$ cat src/rtl/mem_access_unit_pkg.sv
// Shared types for the load/store unit: FSM states, load/store funct3 encodings
// and the funct3 legality check.
package mem_access_unit_pkg;

    typedef enum logic [1:0] {
        IDLE  = 2'd0,
        BEAT0 = 2'd1,
        BEAT1 = 2'd2,
        RESP  = 2'd3
    } mau_state_t;

    typedef enum logic [2:0] {
        LF3_LB  = 3'b000,
        LF3_LH  = 3'b001,
        LF3_LW  = 3'b010,
        LF3_LD  = 3'b011,
        LF3_LBU = 3'b100,
        LF3_LHU = 3'b101,
        LF3_LWU = 3'b110
    } load_funct3_t;

    typedef enum logic [2:0] {
        SF3_SB = 3'b000,
        SF3_SH = 3'b001,
        SF3_SW = 3'b010,
        SF3_SD = 3'b011
    } store_funct3_t;

    // Doubleword encodings only exist on a 64-bit data path.
    function automatic logic mau_funct3_legal(input logic we, input logic [2:0] f3, input bit wide);
        logic ok;
        ok = 1'b0;
        if (we) begin
            case (f3)
                SF3_SB, SF3_SH, SF3_SW: ok = 1'b1;
                SF3_SD:                 ok = wide;
                default:                ok = 1'b0;
            endcase
        end else begin
            case (f3)
                LF3_LB, LF3_LH, LF3_LW, LF3_LBU, LF3_LHU: ok = 1'b1;
                LF3_LD, LF3_LWU:                          ok = wide;
                default:                                  ok = 1'b0;
            endcase
        end
        return ok;
    endfunction

endpackage

$ cat src/rtl/mem_access_unit_load_align.sv
// Combinational load aligner: shifts the requested bytes of one or two beats
// down to lane 0 and sign- or zero-extends them to DATA_W.
module mau_load_align
    import mem_access_unit_pkg::*;
#(
    parameter int DATA_W = 32,
    parameter int OFS_W  = 2
) (
    input  logic [DATA_W-1:0] i_lo,
    input  logic [DATA_W-1:0] i_hi,
    input  logic [OFS_W-1:0]  i_ofs,
    input  logic [2:0]        i_funct3,
    output logic [DATA_W-1:0] o_data
);

    logic [2*DATA_W-1:0] w_pair;
    logic [DATA_W-1:0]   w_lane;
    logic [DATA_W-1:0]   w_keep;
    logic                w_sign;

    // Beat 0 supplies the low bytes of the result, beat 1 the overflow bytes.
    assign w_pair = {i_hi, i_lo} >> {i_ofs, 3'b000};
    assign w_lane = w_pair[DATA_W-1:0];

    always_comb begin
        w_keep = '1;
        w_sign = 1'b0;
        case (i_funct3[1:0])
            2'd0:    begin w_keep = DATA_W'(8'hFF);         w_sign = w_lane[7];        end
            2'd1:    begin w_keep = DATA_W'(16'hFFFF);      w_sign = w_lane[15];       end
            2'd2:    begin w_keep = DATA_W'(32'hFFFF_FFFF); w_sign = w_lane[31];       end
            default: begin w_keep = '1;                     w_sign = w_lane[DATA_W-1]; end
        endcase
        if (i_funct3[2]) begin
            w_sign = 1'b0;
        end
    end

    for (genvar gi = 0; gi < DATA_W; gi++) begin : g_ext
        assign o_data[gi] = w_keep[gi] ? w_lane[gi] : w_sign;
    end

endmodule

$ cat src/rtl/mem_access_unit.sv
// Sequenced load/store unit with byte enables and load extension.
// Define MAU_MISALIGNED_EN to split word-crossing accesses into two beats.
module mem_access_unit
    import mem_access_unit_pkg::*;
#(
    parameter int DATA_W = 32,
    parameter int ADDR_W = 32
) (
    input  logic                  clk,
    input  logic                  rst,
    input  logic                  req_valid,
    input  logic                  req_we,
    input  logic [2:0]            req_funct3,
    input  logic [ADDR_W-1:0]     req_addr,
    input  logic [DATA_W-1:0]     req_wdata,
    output logic                  req_ready,
    output logic                  resp_valid,
    output logic [DATA_W-1:0]     resp_rdata,
    output logic                  resp_err,
    output logic                  mem_read,
    output logic                  mem_write,
    output logic [ADDR_W-1:0]     mem_address,
    output logic [DATA_W/8-1:0]   mem_byte_enable,
    output logic [DATA_W-1:0]     mem_wdata,
    input  logic [DATA_W-1:0]     mem_rdata,
    input  logic                  mem_resp
);

    localparam int BYTES = DATA_W / 8;
    localparam int OFS_W = $clog2(BYTES);
    localparam bit WIDE  = (DATA_W == 64);
`ifdef MAU_MISALIGNED_EN
    localparam int SPAN = 2;
`else
    localparam int SPAN = 1;
`endif
    localparam int PAIR_BE_W = SPAN * BYTES;
    localparam int PAIR_D_W  = SPAN * DATA_W;

    mau_state_t r_state, w_state_next;

    logic              r_we;
    logic [2:0]        r_funct3;
    logic [ADDR_W-1:0] r_addr;
    logic [DATA_W-1:0] r_wdata;

    logic              r_req_ready, r_resp_valid, r_resp_err, r_mem_read, r_mem_write;
    logic [DATA_W-1:0] r_resp_rdata, r_mem_wdata;
    logic [ADDR_W-1:0] r_mem_address;
    logic [BYTES-1:0]  r_mem_byte_enable;

    logic              w_req_ready_next, w_resp_valid_next, w_resp_err_next, w_mem_read_next, w_mem_write_next;
    logic [DATA_W-1:0] w_resp_rdata_next, w_mem_wdata_next;
    logic [ADDR_W-1:0] w_mem_address_next;
    logic [BYTES-1:0]  w_mem_byte_enable_next;

    logic                 w_accept, w_cur_we, w_bad;
    logic [2:0]           w_cur_funct3;
    logic [ADDR_W-1:0]    w_cur_addr, w_base_addr;
    logic [DATA_W-1:0]    w_cur_wdata, w_align_lo, w_align_hi, w_load_data;
    logic [OFS_W-1:0]     w_ofs;
    logic [2*BYTES-1:0]   w_size_mask;
    logic [PAIR_BE_W-1:0] w_be_pair;
    logic [PAIR_D_W-1:0]  w_wdata_pair;

    // Decode from the live request in the accept cycle, from the latched copy afterwards.
    assign w_accept     = r_req_ready & req_valid;
    assign w_cur_we     = w_accept ? req_we     : r_we;
    assign w_cur_funct3 = w_accept ? req_funct3 : r_funct3;
    assign w_cur_addr   = w_accept ? req_addr   : r_addr;
    assign w_cur_wdata  = w_accept ? req_wdata  : r_wdata;
    assign w_ofs        = w_cur_addr[OFS_W-1:0];
    assign w_base_addr  = {w_cur_addr[ADDR_W-1:OFS_W], {OFS_W{1'b0}}};

    always_comb begin
        case (w_cur_funct3[1:0])
            2'd0:    w_size_mask = (2*BYTES)'(8'h01);
            2'd1:    w_size_mask = (2*BYTES)'(8'h03);
            2'd2:    w_size_mask = (2*BYTES)'(8'h0F);
            default: w_size_mask = (2*BYTES)'(8'hFF);
        endcase
    end

    assign w_be_pair    = PAIR_BE_W'(w_size_mask << w_ofs);
    assign w_wdata_pair = PAIR_D_W'({{DATA_W{1'b0}}, w_cur_wdata} << {w_ofs, 3'b000});

`ifdef MAU_MISALIGNED_EN
    logic              w_split;
    logic [DATA_W-1:0] r_hold;

    assign w_split    = |w_be_pair[2*BYTES-1:BYTES];
    assign w_bad      = ~mau_funct3_legal(w_cur_we, w_cur_funct3, WIDE);
    assign w_align_lo = (r_state == BEAT1) ? r_hold : mem_rdata;
    assign w_align_hi = (r_state == BEAT1) ? mem_rdata : '0;

    always_ff @(posedge clk) begin
        if (rst) begin
            r_hold <= '0;
        end else if (r_state == BEAT0 && mem_resp) begin
            r_hold <= mem_rdata;
        end
    end
`else
    logic [OFS_W-1:0] w_ofs_mask;

    assign w_ofs_mask = OFS_W'((4'd1 << w_cur_funct3[1:0]) - 4'd1);
    assign w_bad      = ~mau_funct3_legal(w_cur_we, w_cur_funct3, WIDE) | (|(w_ofs & w_ofs_mask));
    assign w_align_lo = mem_rdata;
    assign w_align_hi = '0;
`endif

    mau_load_align #(
        .DATA_W (DATA_W),
        .OFS_W  (OFS_W)
    ) u_load_align (
        .i_lo     (w_align_lo),
        .i_hi     (w_align_hi),
        .i_ofs    (r_addr[OFS_W-1:0]),
        .i_funct3 (r_funct3),
        .o_data   (w_load_data)
    );

    always_ff @(posedge clk) begin
        if (rst) begin
            r_state <= IDLE;
        end else begin
            r_state <= w_state_next;
        end
    end

    always_comb begin
        w_state_next = r_state;
        case (r_state)
            IDLE: begin
                if (w_accept) begin
                    w_state_next = w_bad ? RESP : BEAT0;
                end
            end
            BEAT0: begin
                if (mem_resp) begin
`ifdef MAU_MISALIGNED_EN
                    w_state_next = w_split ? BEAT1 : RESP;
`else
                    w_state_next = RESP;
`endif
                end
            end
`ifdef MAU_MISALIGNED_EN
            BEAT1: begin
                if (mem_resp) begin
                    w_state_next = RESP;
                end
            end
`endif
            default: w_state_next = IDLE;
        endcase
    end

    // Memory and response outputs are computed for the next state and registered.
    always_comb begin
        w_req_ready_next       = (w_state_next == IDLE);
        w_resp_valid_next      = (w_state_next == RESP);
        w_resp_err_next        = (w_state_next == RESP) && (r_state == IDLE);
        w_resp_rdata_next      = '0;
        w_mem_read_next        = 1'b0;
        w_mem_write_next       = 1'b0;
        w_mem_address_next     = '0;
        w_mem_byte_enable_next = '0;
        w_mem_wdata_next       = '0;
        if (w_state_next == BEAT0) begin
            w_mem_read_next        = ~w_cur_we;
            w_mem_write_next       = w_cur_we;
            w_mem_address_next     = w_base_addr;
            w_mem_byte_enable_next = w_be_pair[BYTES-1:0];
            w_mem_wdata_next       = w_wdata_pair[DATA_W-1:0];
        end
`ifdef MAU_MISALIGNED_EN
        if (w_state_next == BEAT1) begin
            w_mem_read_next        = ~w_cur_we;
            w_mem_write_next       = w_cur_we;
            w_mem_address_next     = w_base_addr + ADDR_W'(BYTES);
            w_mem_byte_enable_next = w_be_pair[2*BYTES-1:BYTES];
            w_mem_wdata_next       = w_wdata_pair[2*DATA_W-1:DATA_W];
        end
`endif
        if (w_state_next == RESP && r_state != IDLE && !r_we) begin
            w_resp_rdata_next = w_load_data;
        end
    end

    always_ff @(posedge clk) begin
        if (rst) begin
            r_we              <= 1'b0;
            r_funct3          <= '0;
            r_addr            <= '0;
            r_wdata           <= '0;
            r_req_ready       <= 1'b0;
            r_resp_valid      <= 1'b0;
            r_resp_err        <= 1'b0;
            r_resp_rdata      <= '0;
            r_mem_read        <= 1'b0;
            r_mem_write       <= 1'b0;
            r_mem_address     <= '0;
            r_mem_byte_enable <= '0;
            r_mem_wdata       <= '0;
        end else begin
            if (w_accept) begin
                r_we     <= req_we;
                r_funct3 <= req_funct3;
                r_addr   <= req_addr;
                r_wdata  <= req_wdata;
            end
            r_req_ready       <= w_req_ready_next;
            r_resp_valid      <= w_resp_valid_next;
            r_resp_err        <= w_resp_err_next;
            r_resp_rdata      <= w_resp_rdata_next;
            r_mem_read        <= w_mem_read_next;
            r_mem_write       <= w_mem_write_next;
            r_mem_address     <= w_mem_address_next;
            r_mem_byte_enable <= w_mem_byte_enable_next;
            r_mem_wdata       <= w_mem_wdata_next;
        end
    end

    assign req_ready       = r_req_ready;
    assign resp_valid      = r_resp_valid;
    assign resp_err        = r_resp_err;
    assign resp_rdata      = r_resp_rdata;
    assign mem_read        = r_mem_read;
    assign mem_write       = r_mem_write;
    assign mem_address     = r_mem_address;
    assign mem_byte_enable = r_mem_byte_enable;
    assign mem_wdata       = r_mem_wdata;

endmodule

$ cat config.mk
export PLATFORM = sky130hd
export DESIGN_NAME = mem_access_unit
export DESIGN_NICKNAME = d
export VERILOG_FILES = /design/src/rtl/mem_access_unit_pkg.sv /design/src/rtl/mem_access_unit_load_align.sv /design/src/rtl/mem_access_unit.sv
export SDC_FILE = /design/constraint.sdc
export NUM_CORES = 1
export LEC_CHECK = 0
export ABC_AREA = 1
export BUFFER_PORTS_ARGS = -buffer_cell sky130_fd_sc_hd__buf_4
export CORE_MARGIN = 3
export CORE_UTILIZATION = 45
export CTS_CLUSTER_DIAMETER = 80
export CTS_CLUSTER_SIZE = 40
export DETAILED_ROUTE_END_ITERATION = 10
export PLACE_DENSITY = 0.72
export SYNTH_ARGS = -nofsm -noshare
export SYNTH_HDL_FRONTEND = slang
export SYNTH_SLANG_ARGS = --single-unit
$ cat constraint.sdc
create_clock -name clk -period 1.7 [get_ports clk]
set_input_delay 0.51 -clock clk [delete_from_list [all_inputs] [get_ports clk]]
set_output_delay 0.51 -clock clk [all_outputs]
set_load 0.1 [all_outputs]
=== After elaboration in Yosys (flattened, before gate mapping) ===
Cells that the tools add are included.

* Flip-flop bits (word level): 175
* Input port bits: 104
* Output and inout port bits: 105
* Logic and storage cells: 99

* $add $sub $neg: 1
* Eq/ne operators: 10
* Shift-type cells: 4
* Muxes and demuxes: 47
* Bitwise logic cells: 7
* Reductions and logical operators: 15

{| class="wikitable"
|+ Operator list
! kind !! count
|-
| two-way mux 32 bit || 2
|-
| one-hot mux 32 bit (2 select lines) || 1
|-
| two-way mux 1 bit || 37
|-
| << shifter 32 x 5 -> 32 bit || 1
|-
| >> shifter 32 x 5 -> 32 bit || 1
|-
| one-hot mux 8 bit (3 select lines) || 1
|-
| == test 2 x 1 -> 1 bit, second input constant || 4
|-
| logical NOT 2 bit || 4
|-
| << shifter 8 x 2 -> 4 bit || 1
|-
| == test 3 bit, second input constant || 2
|-
| two-way mux 2 bit || 3
|-
| OR reduction 2 bit || 3
|-
| OR reduction 5 bit || 1
|-
| == test 2 bit, second input constant || 2
|-
| NOT 1 bit || 4
|-
| one-hot mux 2 bit (2 select lines) || 1
|-
| == test 3 x 1 -> 1 bit, second input constant || 1
|-
| == test 3 x 2 -> 1 bit, second input constant || 1
|-
| logical AND 1 bit || 3
|-
| logical NOT 3 bit || 1
|-
| two-way mux 3 bit || 1
|-
| OR reduction 3 bit || 1
|-
| AND 2 bit || 1
|-
| one-hot mux 1 bit (2 select lines) || 1
|-
| 6 further kinds || 6
|}

=== Depth between registers and ports, before layout ===
Gate-level depths: netlist of run 1.

* Depth in word-level cells: 16
* Mapped depth: 12
* Depth with buffers taken out: 10

=== By module ===
From an unflattened synthesis of run 1, not the netlist that was laid out.

* Cells, all modules: 913
* Area total of the unflattened synthesis: 6850.3 µm²

{| class="wikitable"
|+ Modules (own cells, without submodules)
! module !! times used !! cells an instance !! area an instance (µm²) !! seq. area each (µm²)
|-
| mem_access_unit || 1 || 685 || 5799.3 || 3463.3
|-
| mau_load_align || 1 || 228 || 1051.0 || 0.0
|}

=== Least setup slack after synthesis of run 1 ===
Ideal clock, no wire load.

* Kind: register -> register
* From: reg r_req_ready, in the netlist req_ready
* To: reg r_mem_wdata[25], in the netlist mem_wdata[25]
* Setup time: 117 ps
* Arrival time: 2231 ps
* Required time: 1583 ps
* Slack: -648 ps
* Stages on the path, launching flop included: 10
* Path buffers: 2
* Clock period less this slack: 2348 ps
* Cells stage by stage: dfxtp_1 > nand2_2 > buf_6 > clkbuf_1 > o21ai_0 > nand2_1 > nand2_1 > nand2_1 > o21ai_0 > nor2_1

* Cells in the longest elaborated chain, start to end: 14
* Elaborated cells between the ends (all ways): 28
* Classes of those cells: add/sub: 1; eq/ne: 5; shift: 2; mux: 10; bitwise: 5; reduce/logical: 5

{| class="wikitable"
|+ Ends and longest elaborated chain
! element !! RTL line !! RTL
|-
| start, declared || mem_access_unit.sv:47 || <nowiki>logic r_req_ready, r_resp_valid, r_resp_err, r_mem_read, r_mem_write;</nowiki>
|-
| start signal, assigned || mem_access_unit.sv:213 || <nowiki>r_req_ready <= w_req_ready_next;</nowiki>
|-
| AND 1 bit (*) || mem_access_unit.sv:67 || <nowiki>assign w_accept = r_req_ready & req_valid;</nowiki>
|-
| two-way mux 3 bit || -- ||
|-
| == test 3 x 1 -> 1 bit, or another cell as far along || mem_access_unit_pkg.sv:34, mem_access_unit_pkg.sv:40 ||
|-
| OR reduction 5 bit or OR reduction 3 bit (tied branches) || mem_access_unit_pkg.sv:40, mem_access_unit_pkg.sv:34 ||
|-
| two-way mux 1 bit (on tied branches) || mem_access_unit_pkg.sv:40, mem_access_unit_pkg.sv:34 ||
|-
| two-way mux 1 bit || mem_access_unit_pkg.sv:33 || <nowiki>if (we) begin</nowiki>
|-
| NOT 1 bit || mem_access_unit.sv:107 || <nowiki>assign w_bad = ~mau_funct3_legal(w_cur_we, w_cur_funct3, WIDE) | (|(w_ofs & w_ofs_mask));</nowiki>
|-
| OR 1 bit || mem_access_unit.sv:107 ||
|-
| two-way mux 2 bit || mem_access_unit.sv:136 || <nowiki>w_state_next = w_bad ? RESP : BEAT0;</nowiki>
|-
| two-way mux 2 bit || mem_access_unit.sv:135 || <nowiki>if (w_accept) begin</nowiki>
|-
| one-hot mux 2 bit (2 select lines) || mem_access_unit.sv:133 || <nowiki>case (r_state)</nowiki>
|-
| == test 2 x 1 -> 1 bit || mem_access_unit.sv:170 || <nowiki>if (w_state_next == BEAT0) begin</nowiki>
|-
| NOT 1 bit (no source line) || -- ||
|-
| OR reduction 2 bit (no source line) || -- ||
|-
| end signal, assigned || mem_access_unit.sv:221 || <nowiki>r_mem_wdata <= w_mem_wdata_next;</nowiki>
|-
| end, declared || mem_access_unit.sv:48 || <nowiki>logic [DATA_W-1:0] r_resp_rdata, r_mem_wdata;</nowiki>
|}

Every way passes the cells marked *; elsewhere a longest branch is shown, timed or not.
A chain may end at the register's enable or synchronous reset.

=== Worst setup path in the final report of run 1 ===
* From: reg r_req_ready, in the netlist req_ready
* To: out req_ready

{| class="wikitable"
|+ RTL lines
! element !! RTL line !! RTL
|-
| end, declared || mem_access_unit.sv:16 || <nowiki>output logic req_ready,</nowiki>
|}

No word-level cell between the ends.

==> summary.md, run 1 <==
| Metric | Value |
|---|---|
| Core Area | around 14000 µm² |
| Final worst path period share | between 90% and 100% |
| Fillers | between 1k and 1.5k |
| Initial drt markers | roughly 420 |
| Top-Level Pins | between 200 and 250 |
| Root Buffer | clkbuf_16 |
| Via count | a little under 6k |
| Unique masters post-synth | 30 |
| Setup Slack @ Placement | -0.2723 ns |
| WHS Path Cells | 3 |
| Clk_lat worst skew | 0.42 ns |
| Post-synth EDFFs | 0 |
| Final-report setup violation count | 0 |
| Crit-path max FO | 7 |
| Worst Hold Path EP | r_addr[22]$_SDFF_PP0_ |
| H-tree depth | 4 |
| Yosys reg bits | roughly 170 |
| Clock period minus worst slack | approximately 1.7 ns |
| Row cnt | between 40 and 50 |
| Status | complete, no violations |
| TritonCTS clock tree | done |
| Ant diodes | 0 |
| Fin Clk Skew | between 0.008 and 0.009 ns |
| Number of global-route vias before repair | about 5.5k |
| Die W | between 100 and 150 µm |
| Initial DRT Pass Iterations | 4 |
| CTS max path bufs | 2 |
| CTS buffer count | 17 |
| Final hold viol count | 0 |
| Hold path startpoint | req_addr[22] |
| CP endpoint kind | output port |
| Critical path depth in cells | 1 |
| Hold WC Path Type | primary input to flop |
| Critical Path AT | 1.14 ns |
| Syn avg cell area | between 8 and 9 µm² |
| Crit-path slowest cell | dfxtp_4 |
| P per Cell Area | 1139 nW/µm² |
| P&R area growth vs syn | 42.93% |
| F_max | 0.6059 GHz |
| VDD IR max | approximately 0.77 mV |
| Mapped Area | roughly 6500 µm² |
| Global-route wire length before repair | 26.83 mm |
| TNS Setup | 0 ns |
| Startpoint Class | flop |
| NumNets Final | about 1.2k |
| FF-to-FF path depth | 8 |
| Leakage | between 4 and 5 nW |
| DR vias/cell | 4.650 |
| Placed cells | roughly 1.2k |
| Commonest cells after routing, fill and taps aside | buf_4, dfxtp_1, nand2_1 |
| Share of layout cells above drive strength 1 | between 30% and 40% |
| HPWL after detailed placement | ~12 mm |
| Total track usage | between 20% and 30% |
| RSZ-0062 raised after global routing | no |
| Ys flop type | dfxtp_1 |
| Largest net degree at the start of global routing | 44 |
| Crit-path cells | buf_4 |
| Initial Util | 46.35% |
| CTS sink cnt | approximately 170 |
| Max_cap viols | 0 |
| Total wire length | 16.64 mm |
| Ys Warns | 0 |
| Reg2reg setup slack | 0.13 ns |
| Antenna viol nets, final | 0 |
| Die H | 125.8 µm |
| Worst R2R Start | req_ready$_SDFF_PP0_ |
| I/O Buffers | around 210 |
| DRC | 0 |
| Final Non-Filler Cells | 1253 |
| Max Slew Vio Count | 0 |
| Area occupied by multi-input gates | roughly 2500 µm² |
| Sequential share of the synthesized area | a little over half |
| Post-Route Utilization | between 60% and 70% |
| Routed length per instance | ~13 µm |
| Crit path kind | flop to output port |
| Gr ovfl total | 0 |
| Slowest stage delay, CP | 0.41 ns |
| Initial antenna violation count | 0 |
| Clk pin slew, worst setup/hold paths | 0.07 ns |
| Cell count after synthesis | about 800 |
| Most common cell after layout, fill and taps aside | buf_4 |
| GP Congestion | between 0.8 and 0.9 |
| Buf+Inv Stages, Crit Path | 1 |
| Reg area | 3467 µm² |
| Critical path required time | around 1.2 ns |
| Ys async rst share | 0% |
| R2r endpoint | mem_wdata[20]$_SDFF_PP0_ |
| CP delay by family, top | flip-flops |
| Min setup slack post-route | ~0.050 ns |
| Die area | between 15000 and 20000 µm² |
[power breakdown]
part | switching [mW] | total, mW | internal (mW)
Combinational | 1.63 | 2.54 | 0.909
Clock | 1.60 | 3.65 | 2.05
Sequential | 0.0743 | 4.33 | 4.26
[cells by family (layout without fill, tap and decap cells)]
family,after synthesis,after routing,synth area share (%)
AOI/OAI and AO/OA,136,136,12.09
buffers and inverters,128,396,8.330
DFF,173,173,53.62
muxes,30,30,4.649
other,1,2,0.05806
and+or+nand+nor,336,336,21.25
[cell type report]
cell class / count / area share [%]
flip-flops and latches: 173 / 37.56
multi-input cells: 504 / 26.86
repair buffers: 286 / 23.94
clock buffers: 18 / 4.757
inverters: 78 / 3.172
well taps: 180 / 2.440
clock inverters: 14 / 1.274
[per-layer routing]
layer / vias to the layer above / wire length [µm] / global-route usage [%]
li1: 3042 / - / -
met1: 2584 / 7116 / 25.93
met2: 186 / 7670 / 33.45
met3: 14 / 1654 / 9.372
met4: 0 / 201 / 5.994
met5: - / 0 / 0
[metrics by stage]
step | hold slack, ns | power, mW | cell area [µm²]
5_1_grt | 0.3371 | 11.02 | 9231
2_1_floorplan | 0.4606 | 6.046 | 6471
3_3_place_gp | 0.4725 | 6.913 | 8633
4_1_cts | 0.3251 | 10.61 | 9218
3_5_place_dp | 0.4800 | 6.937 | 8633
6_report | 0.3428 | 10.52 | 9231
[cell usage after synthesis, drive strengths merged, types with 5 or more instances]
cell type  instances  area share [%]
dfxtp            173              54
nor2             157             9.6
a22oi              5            0.58
buf               27             2.5
nand2            153             9.1
a311oi             7            0.95
clkbuf            23             1.3
nand3             23             1.9
mux2i             30             4.6
o21ai             67             5.4
a21oi             40             3.2
o21a              17             2.0
inv               78             4.5
[sequential cells by signal, indices dropped and copies added (netlist names)]
register / flops
req_ready: 1
mem_address: 30
resp_err: 1
r_state: 2
mem_read: 1
r_we: 1
mem_write: 1
mem_byte_enable: 4
r_addr: 32
r_funct3: 3
resp_valid: 1
r_wdata: 32
mem_wdata: 32
resp_rdata: 32
[what timing repair did]
item,4_1_cts,5_1_grt
hold buffers,0,0
buffers inserted,2,0
endpoints found under the setup margin,7,57
cloned,0,0
resized for setup,0,4
[worst max path at each step]
stage,startpoint,endpoint,slack [ns]
after floorplan,req_ready$_SDFF_PP0_,mem_wdata[25]$_SDFF_PP0_,0.003
after global placement,req_valid,mem_wdata[3]$_SDFF_PP0_,-0.17
after detailed placement,req_valid,mem_byte_enable[1]$_SDFF_PP0_,-0.27
after CTS,req_ready$_SDFF_PP0_,req_ready,0.05
after global routing,req_ready$_SDFF_PP0_,req_ready,0.005
final,req_ready$_SDFF_PP0_,req_ready,0.05
Note: power is estimated with default switching activity, not from simulation.
==> inputs of run 2 (changes only) <==
--- a/config.mk
+++ b/config.mk
@@ -7,7 +7,8 @@
 export LEC_CHECK = 0
 export ABC_AREA = 1
 export BUFFER_PORTS_ARGS = -buffer_cell sky130_fd_sc_hd__buf_4
-export CORE_MARGIN = 3
+export CORE_ASPECT_RATIO = 0.75
+export CORE_MARGIN = 2
 export CORE_UTILIZATION = 45
 export CTS_CLUSTER_DIAMETER = 80
 export CTS_CLUSTER_SIZE = 40
==> run 2 against run 1 <==
  * Critical path depth unchanged
  * Setup slack better by 0.0015 ns
  * Clock skew up 0.0011 ns
  * Non-clock buffer count down 13
  * Fmax about the same
  * Largest power group unchanged
==> summary.md, run 2 (same netlist as run 1, synthesis figures left out) <==
| Metric | Value |
|---|---|
| R2r endpoint | mem_write$_SDFF_PP0_ |
| Die area | 15340 µm² (-3.1%) |
| TritonCTS clock tree | done |
| Initial drt markers | 437 (+5.0%) |
| Max_cap viols | 0 (unchanged) |
| F_max | 0.6065 GHz (about the same) |
| VDD IR max | 0.7710 mV (+0.65%) |
| Switching pwr | 3.385 mW (+2.6%) |
| Global-route wire length before repair | 26.55 mm (-1.0%) |
| RSZ-0062 raised after global routing | yes |
| Crit-path cells | buf_4 |
| Top-Level Pins | 209 (unchanged) |
| Critical Path AT | 1.14 ns (about the same) |
| CP startpoint | req_ready$_SDFF_PP0_ |
| WHS Path Cells | 2 (-1) |
| Clk_lat worst skew | 0.42 ns (about the same) |
| Commonest cells after routing, fill and taps aside | buf_4, dfxtp_1, nand2_1 |
| Final-report setup violation count | 0 (unchanged) |
| Via count | 5910 (+1.4%) |
| Hold WC Path Type | primary input to flop |
| Clock period minus worst slack | 1.649 ns (-0.001545 ns) |
| CTS buffer count | 17 (unchanged) |
| Initial Util | 46.50% (+0.15 points) |
| Total wire length | 17.40 mm (+4.5%) |
| Share of layout cells above drive strength 1 | 31.04% (-0.93 points) |
| HPWL after detailed placement | 12.23 mm (+0.24%) |
| Max Slew Vio Count | 0 (unchanged) |
| Number of global-route vias before repair | 5345 (-2.4%) |
| Most common cell after layout, fill and taps aside | buf_4 |
| Gr ovfl total | 0 (unchanged) |
| Clk network pwr share | 38.4% (+3.7 points) |
| Reg2reg setup slack | 0.12 ns (about the same) |
| P per Cell Area | 1202 nW/µm² (+5.5%) |
| Final worst path period share | 96.99% (about the same) |
| Fin area | 9323 µm² (+0.99%) |
| TNS Setup | 0 ns (unchanged) |
| Crit-path slowest cell | dfxtp_4 |
| Placed cell areas | 8605 µm² (-0.33%) |
| Startpoint Class | flop |
| Crit path kind | flop to output port |
| Logic pwr share | 23.0% (-1.1 points) |
| Die H | 107.8 µm (-14%) |
| P&R area growth vs syn | 44.34% |
| DR vias/cell | 4.785 (+2.9%) |
| Critical path required time | 1.19 ns (about the same) |
| Largest net degree at the start of global routing | 72 (+64%) |
| Core Area | 13890 µm² (-0.33%) |
| CP endpoint | req_ready |
| Status | complete, no violations |
| Initial antenna violation count | 0 (unchanged) |
| CP endpoint kind | output port |
| Total track usage | 22.17% (+1.2 points) |
| CTS sink cnt | 173 (unchanged) |
| Fin Clk Skew | 0.009557 ns (+0.001110 ns) |
| CTS hold repair buffers | 0 (unchanged) |
| Min Hold Slack | 0.3179 ns (-0.02493 ns) |
| Antenna viol nets, final | 0 (unchanged) |
| Row cnt | 37 (-14%) |
| NumNets Final | 1151 (-1.1%) |
| FF-to-FF path depth | 9 (+1) |
| Reg power frac | 38.7% (-2.5 points) |
| H-tree depth | 4 (unchanged) |
| Initial DRT Pass Iterations | 8 (+4) |
| Root Buffer | clkbuf_16 |
| Crit-path max FO | 7 (unchanged) |
| Slowest stage delay, CP | 0.41 ns (about the same) |
| Worst R2R Start | req_ready$_SDFF_PP0_ |
| CP delay by family, top | flip-flops |
| Buf+Inv Stages, Crit Path | 1 (unchanged) |
| Sw Ratio | 30.20% (-1.2 points) |
| CTS max path bufs | 2 (unchanged) |
| P_int | 7.824 mW (+8.4%) |
| Ant diodes | 0 (unchanged) |
| Leakage | 4.645 nW (+0.69%) |
| Final hold viol count | 0 (unchanged) |
| Critical path depth in cells | 1 (unchanged) |
| DRC | 0 (unchanged) |
| GP Congestion | 0.8998 (+5.9%) |
| Die W | 142.3 µm (+13%) |
| I/O Buffers | 206 (unchanged) |
| Clk pin slew, worst setup/hold paths | 0.06 ns (about the same) |
| Routed length per instance | 14.09 µm (+6.0%) |
-- run 2: cell count changes in the layout (fill, tap and decap cells not counted), moves of 2 or more --
| cell | before | now |
|---|---|---|
| clkinv_4 | 1 | 4 |
| o21ai_1 | 14 | 16 |
| clkinv_2 | 5 | 0 |
| buf_12 | 5 | 11 |
| clkinvlp_4 | 4 | 1 |
| o21ai_0 | 51 | 49 |
| buf_4 | 281 | 261 |
| bufinv_16 | 1 | 5 |
-- run 2: timing repair --
item                       CTS  global route
gates resized for setup      0             6
setup endpoints to repair    0            59
buffers inserted             0             1
-- run 2: per-stage QoR --
step | power [mW] | instances | setup WS [ns] | utilization (%)
after CTS | 11.26 | 1233 | 0.02087 | 66.70
after global placement | 6.926 | 1201 | -0.1796 | 61.96
after global routing | 11.69 | 1235 | -0.01367 | 67.13
after detailed placement | 6.949 | 1201 | -0.2267 | 61.96
final | 11.21 | 1235 | 0.05122 | 67.13
after floorplan | 6.046 | 805 | 0.003484 | -
-- run 2: power groups by stage --
| stage | registers [mW] | clock network, mW | logic, mW |
|---|---|---|---|
| floorplan | 5.04 | 0 | 1.00 |
| global placement | 4.42 | 0 | 2.51 |
| detailed placement | 4.43 | 0 | 2.52 |
| CTS | 4.33 | 4.38 | 2.54 |
| global route | 4.35 | 4.56 | 2.78 |
| finish | 4.34 | 4.30 | 2.57 |
-- run 2: area by class of cell --
type                    count  area (µm²)
clock inverters            14       230.2
multi-input cells         504        2480
repair buffers            273        2205
fillers                  1163        4566
inverters                  78       292.8
clock buffers              18       429.2
well taps                 175       219.0
flip-flops and latches    173        3467
-- run 2: worst min-delay path by stage --
| stage | slack [ns] | startpoint | to |
|---|---|---|---|
| 5_1_grt | 0.31 | rst | r_we$_SDFF_PP0_ |
| 3_3_place_gp | 0.47 | r_addr[18]$_SDFF_PP0_ | r_addr[18]$_SDFF_PP0_ |
| 2_1_floorplan | 0.46 | r_addr[10]$_SDFF_PP0_ | r_addr[10]$_SDFF_PP0_ |
| 3_5_place_dp | 0.48 | r_addr[24]$_SDFF_PP0_ | r_addr[24]$_SDFF_PP0_ |
| 6_report | 0.32 | rst | r_we$_SDFF_PP0_ |
| 4_1_cts | 0.31 | rst | r_we$_SDFF_PP0_ |
-- run 2: metal layers --
| metal | track usage [%] | wire length (µm) | vias to the layer above | share of wire, % |
|---|---|---|---|---|
| li1 | - | - | 3027 | - |
| met4 | 6.648 | 152 | 0 | 0.87 |
| met3 | 7.473 | 1610 | 12 | 9.3 |
| met1 | 29.89 | 7726 | 2632 | 44 |
| met5 | 0 | 0 | - | 0 |
| met2 | 33.82 | 7906 | 239 | 45 |
==> inputs of run 3 (changes only) <==
--- a/config.mk
+++ b/config.mk
@@ -9,11 +9,12 @@
 export BUFFER_PORTS_ARGS = -buffer_cell sky130_fd_sc_hd__buf_4
 export CORE_ASPECT_RATIO = 0.75
 export CORE_MARGIN = 2
-export CORE_UTILIZATION = 45
+export CORE_UTILIZATION = 46
 export CTS_CLUSTER_DIAMETER = 80
 export CTS_CLUSTER_SIZE = 40
 export DETAILED_ROUTE_END_ITERATION = 10
-export PLACE_DENSITY = 0.72
+export PLACE_DENSITY = 0.73
 export SYNTH_ARGS = -nofsm -noshare
 export SYNTH_HDL_FRONTEND = slang
+export SYNTH_HIERARCHICAL = 1
 export SYNTH_SLANG_ARGS = --single-unit
==> run 3 against run 2 <==
  * Sequential power hardly changed
  * Clock-buffer cell count shrank 1
  * Clock power fell by 4.9%
==> summary.md, run 3 <==
| Metric | Value |
|---|---|
| Status | complete, no violations |
| Fillers | 1215 (+4.5%) |
| Initial Util | 47.24% (+0.73 points) |
| P per Cell Area | 1097 nW/µm² (-8.8%) |
| Critical Path AT | 2.06 ns (+0.92 ns) |
| Ys Warns | 6 (+6) |
| Startpoint Class | flop |
| Die area | 15890 µm² (+3.6%) |
| Die H | 109.7 µm (+1.8%) |
| H-tree depth | 4 (unchanged) |
| Crit path kind | flop to flop |
| RSZ-0062 raised after global routing | yes |
| Min setup slack post-route | 0.008125 ns (-0.04309 ns) |
| Initial DRT Pass Iterations | 5 (-3) |
| TNS Setup | 0 ns (unchanged) |
| Yosys reg bits | 173 (unchanged) |
| Gr ovfl total | 0 (unchanged) |
| Min Hold Slack | 0.2923 ns (-0.02555 ns) |
| Via count | 6667 (+13%) |
| Routed length per instance | 13.81 µm (-2.0%) |
| Setup Slack @ Placement | -0.2520 ns (-0.02523 ns) |
| Total wire length | 19.54 mm (+12%) |
| GP Congestion | 0.8883 (-1.3%) |
| Logic pwr share | 23.5% (+0.5 points) |
| Reg area | 3467 µm² (unchanged) |
| Switching pwr | 3.488 mW (+3.0%) |
| Final hold viol count | 0 (unchanged) |
| Clk_lat worst skew | 0.43 ns (about the same) |
| Critical path required time | 2.07 ns (+0.88 ns) |
| TritonCTS clock tree | done |
| Slowest stage delay, CP | 0.42 ns (about the same) |
| Area share of the largest cell type after synthesis | 50.56% (-3.1 points) |
| Die W | 144.9 µm (+1.8%) |
| Worst R2R Start | req_ready$_SDFF_PP0_ |
| Post-synth top area cell | dfxtp_1 |
| Clk pin slew, worst setup/hold paths | 0.07 ns (about the same) |
| Max_cap viols | 0 (unchanged) |
| Fin Clk Skew | 0.006005 ns (-0.003552 ns) |
| Max Slew Vio Count | 0 (unchanged) |
| Area occupied by multi-input gates | 3075 µm² (+24%) |
| CTS sink cnt | 173 (unchanged) |
| Post-layout power | 10.97 mW (-2.1%) |
| Post-synth EDFFs | 0 (unchanged) |
| CP endpoint | mem_wdata[3]$_SDFF_PP0_ |
| Top-Level Pins | 209 (unchanged) |
| Root Buffer | clkbuf_16 |
| Sw Ratio | 31.79% (+1.6 points) |
| Critical path depth in cells | 11 (+10) |
| Ys async rst share | 0% (unchanged) |
| Fin area | 10000 µm² (+7.3%) |
| Unique masters post-synth | 30 (unchanged) |
| Ant diodes | 0 (unchanged) |
| DRC | 0 (unchanged) |
| Most common cell after layout, fill and taps aside | buf_4 |
| Placed cells | 1373 (+14%) |
| Crit-path max FO | 5 (-2) |
| R2r endpoint | mem_wdata[3]$_SDFF_PP0_ |
| Share of layout cells above drive strength 1 | 29.30% (-1.7 points) |
| I/O Buffers | 206 (unchanged) |
| Global-route wire length before repair | 29.90 mm (+13%) |
| Antenna viol nets, final | 0 (unchanged) |
| Cell count after synthesis | 913 (+14%) |
| CTS hold repair buffers | 0 (unchanged) |
| Crit-path slowest cell | dfxtp_4 |
| Core Area | 14500 µm² (+4.4%) |
| VDD IR max | 0.8529 mV (+11%) |
| Placed cell areas | 9145 µm² (+6.3%) |
| Initial drt markers | 530 (+21%) |
| Leakage | 5.152 nW (+11%) |
| Reg2reg setup slack | 0.008 ns (-0.11 ns) |
| Total track usage | 23.71% (+1.5 points) |
| DR vias/cell | 4.712 (-1.5%) |
| Final-report setup violation count | 0 (unchanged) |
| P&R area growth vs syn | 46.01% |
| NumNets Final | 1306 (+13%) |
| Crit-path cells | buf_6, nand3_1, nand2_2, nand3_1, nand2_1, nand2_1, nand2_2, buf_6, nand4_4, clkbuf_16, nor2_4 |
| Ys flop type | dfxtp_1 |
| Most frequent cells after synthesis | nand2_1, dfxtp_1, nor2_1, inv_1, o21ai_0 |
| FF-to-FF path depth | 11 (+2) |
| Initial antenna violation count | 0 (unchanged) |
| CTS buffer count | 17 (unchanged) |
| Leading post-synthesis cells by cell area | dfxtp_1, nand2_1, nor2_1 |
| Clock period minus worst slack | 1.692 ns (+0.04309 ns) |
| HPWL after detailed placement | 13.60 mm (+11%) |
| Mapped Area | 6850 µm² (+6.1%) |
| Largest net degree at the start of global routing | 47 (-35%) |
| Post-Route Utilization | 68.97% (+1.8 points) |
| CP delay by family, top | simple AND/OR/NAND/NOR gates |
| P_int | 7.485 mW (-4.3%) |
| Clk network pwr share | 37.3% (-1.1 points) |
| F_max | 0.5911 GHz (-2.5%) |
| Commonest cells after routing, fill and taps aside | buf_4, nand2_1, dfxtp_1 |
| Buf+Inv Stages, Crit Path | 3 (+2) |
| Number of global-route vias before repair | 6052 (+13%) |
| Sequential share of the synthesized area | 50.56% (-3.1 points) |
| Hold WC Path Type | primary input to flop |
| CTS max path bufs | 2 (unchanged) |
| Syn avg cell area | 7.503 µm² (-6.6%) |
| Row cnt | 38 (+2.7%) |
| CP startpoint | req_ready$_SDFF_PP0_ |
| Final worst path period share | 99.52% (+2.5 points) |
| CP endpoint kind | flop |
| Final Non-Filler Cells | 1415 (+15%) |
| Most common cell in the netlist | nand2_1 |
| Reg power frac | 39.2% (+0.5 points) |
## run 3: cell count changes in the layout (fill, tap and decap cells not counted), sizes merged, moves of 7 or more
cell    change
conb       +39
a311oi      -7
a21oi      +25
buf        +11
nand2      +48
inv        +11
o21ai      +16
nor2       +16
o21a       -17
## run 3: layout make-up
type / count / share of cell area [%]
inverters: 86 / 3.252
multi-input cells: 640 / 30.75
clock buffers: 17 / 4.253
well taps: 200 / 2.502
flip-flops and latches: 173 / 34.66
clock inverters: 15 / 1.989
repair buffers: 284 / 22.59
## run 3: cells by family (layout without fill, tap and decap cells)
group | Yosys count | in the layout | synth area share, %
buffers and inverters | 142 | 402 | 8.877
AOI/OAI and AO/OA | 160 | 160 | 12.29
muxes | 30 | 30 | 4.384
and+or+nand+nor | 407 | 409 | 23.84
DFF | 173 | 173 | 50.56
other | 1 | 41 | 0.05474
## run 3: worst register-to-register path, delay by kind of cell, from the launching register on
kind / cells / cell delay [ns]
buffers and inverters: 3 / 0.46
AND/OR/NAND/NOR: 8 / 0.76
flip-flops: 1 / 0.42
## run 3: power by group through the flow
stage	sequential (mW)	combinational, mW	clock, mW
final	4.31	2.58	4.09
after global routing	4.32	2.80	4.33
after CTS	4.30	2.45	4.15
after detailed placement	4.39	2.43	0
after global placement	4.39	2.41	0
after floorplan	4.95	1.07	0
## run 3: worst min path at each step
stage / startpoint / to / slack [ns] / cells past startpoint
6_report: rst / req_ready$_SDFF_PP0_ / 0.29 / 2
5_1_grt: rst / req_ready$_SDFF_PP0_ / 0.28 / 2
4_1_cts: rst / req_ready$_SDFF_PP0_ / 0.26 / 2
3_5_place_dp: r_wdata[26]$_SDFF_PP0_ / r_wdata[26]$_SDFF_PP0_ / 0.47 / 2
3_3_place_gp: r_wdata[25]$_SDFF_PP0_ / r_wdata[25]$_SDFF_PP0_ / 0.46 / 2
2_1_floorplan: r_wdata[24]$_SDFF_PP0_ / r_wdata[24]$_SDFF_PP0_ / 0.45 / 2
## run 3: timing repair
item | in CTS | in global routing
setup buffers | 0 | 6
pin swaps | 0 | 1
endpoints found under the setup margin | 6 | 61
cloned | 0 | 4
resized for setup | 4 | 33
## run 3: metal layers
metal / vias up / global-route usage (%) / wire, µm
met5: - / 0 / 0
met4: 0 / 8.840 / 285
met3: 22 / 5.602 / 1416
met2: 236 / 38.50 / 8907
met1: 2997 / 31.17 / 8927
li1: 3412 / - / -
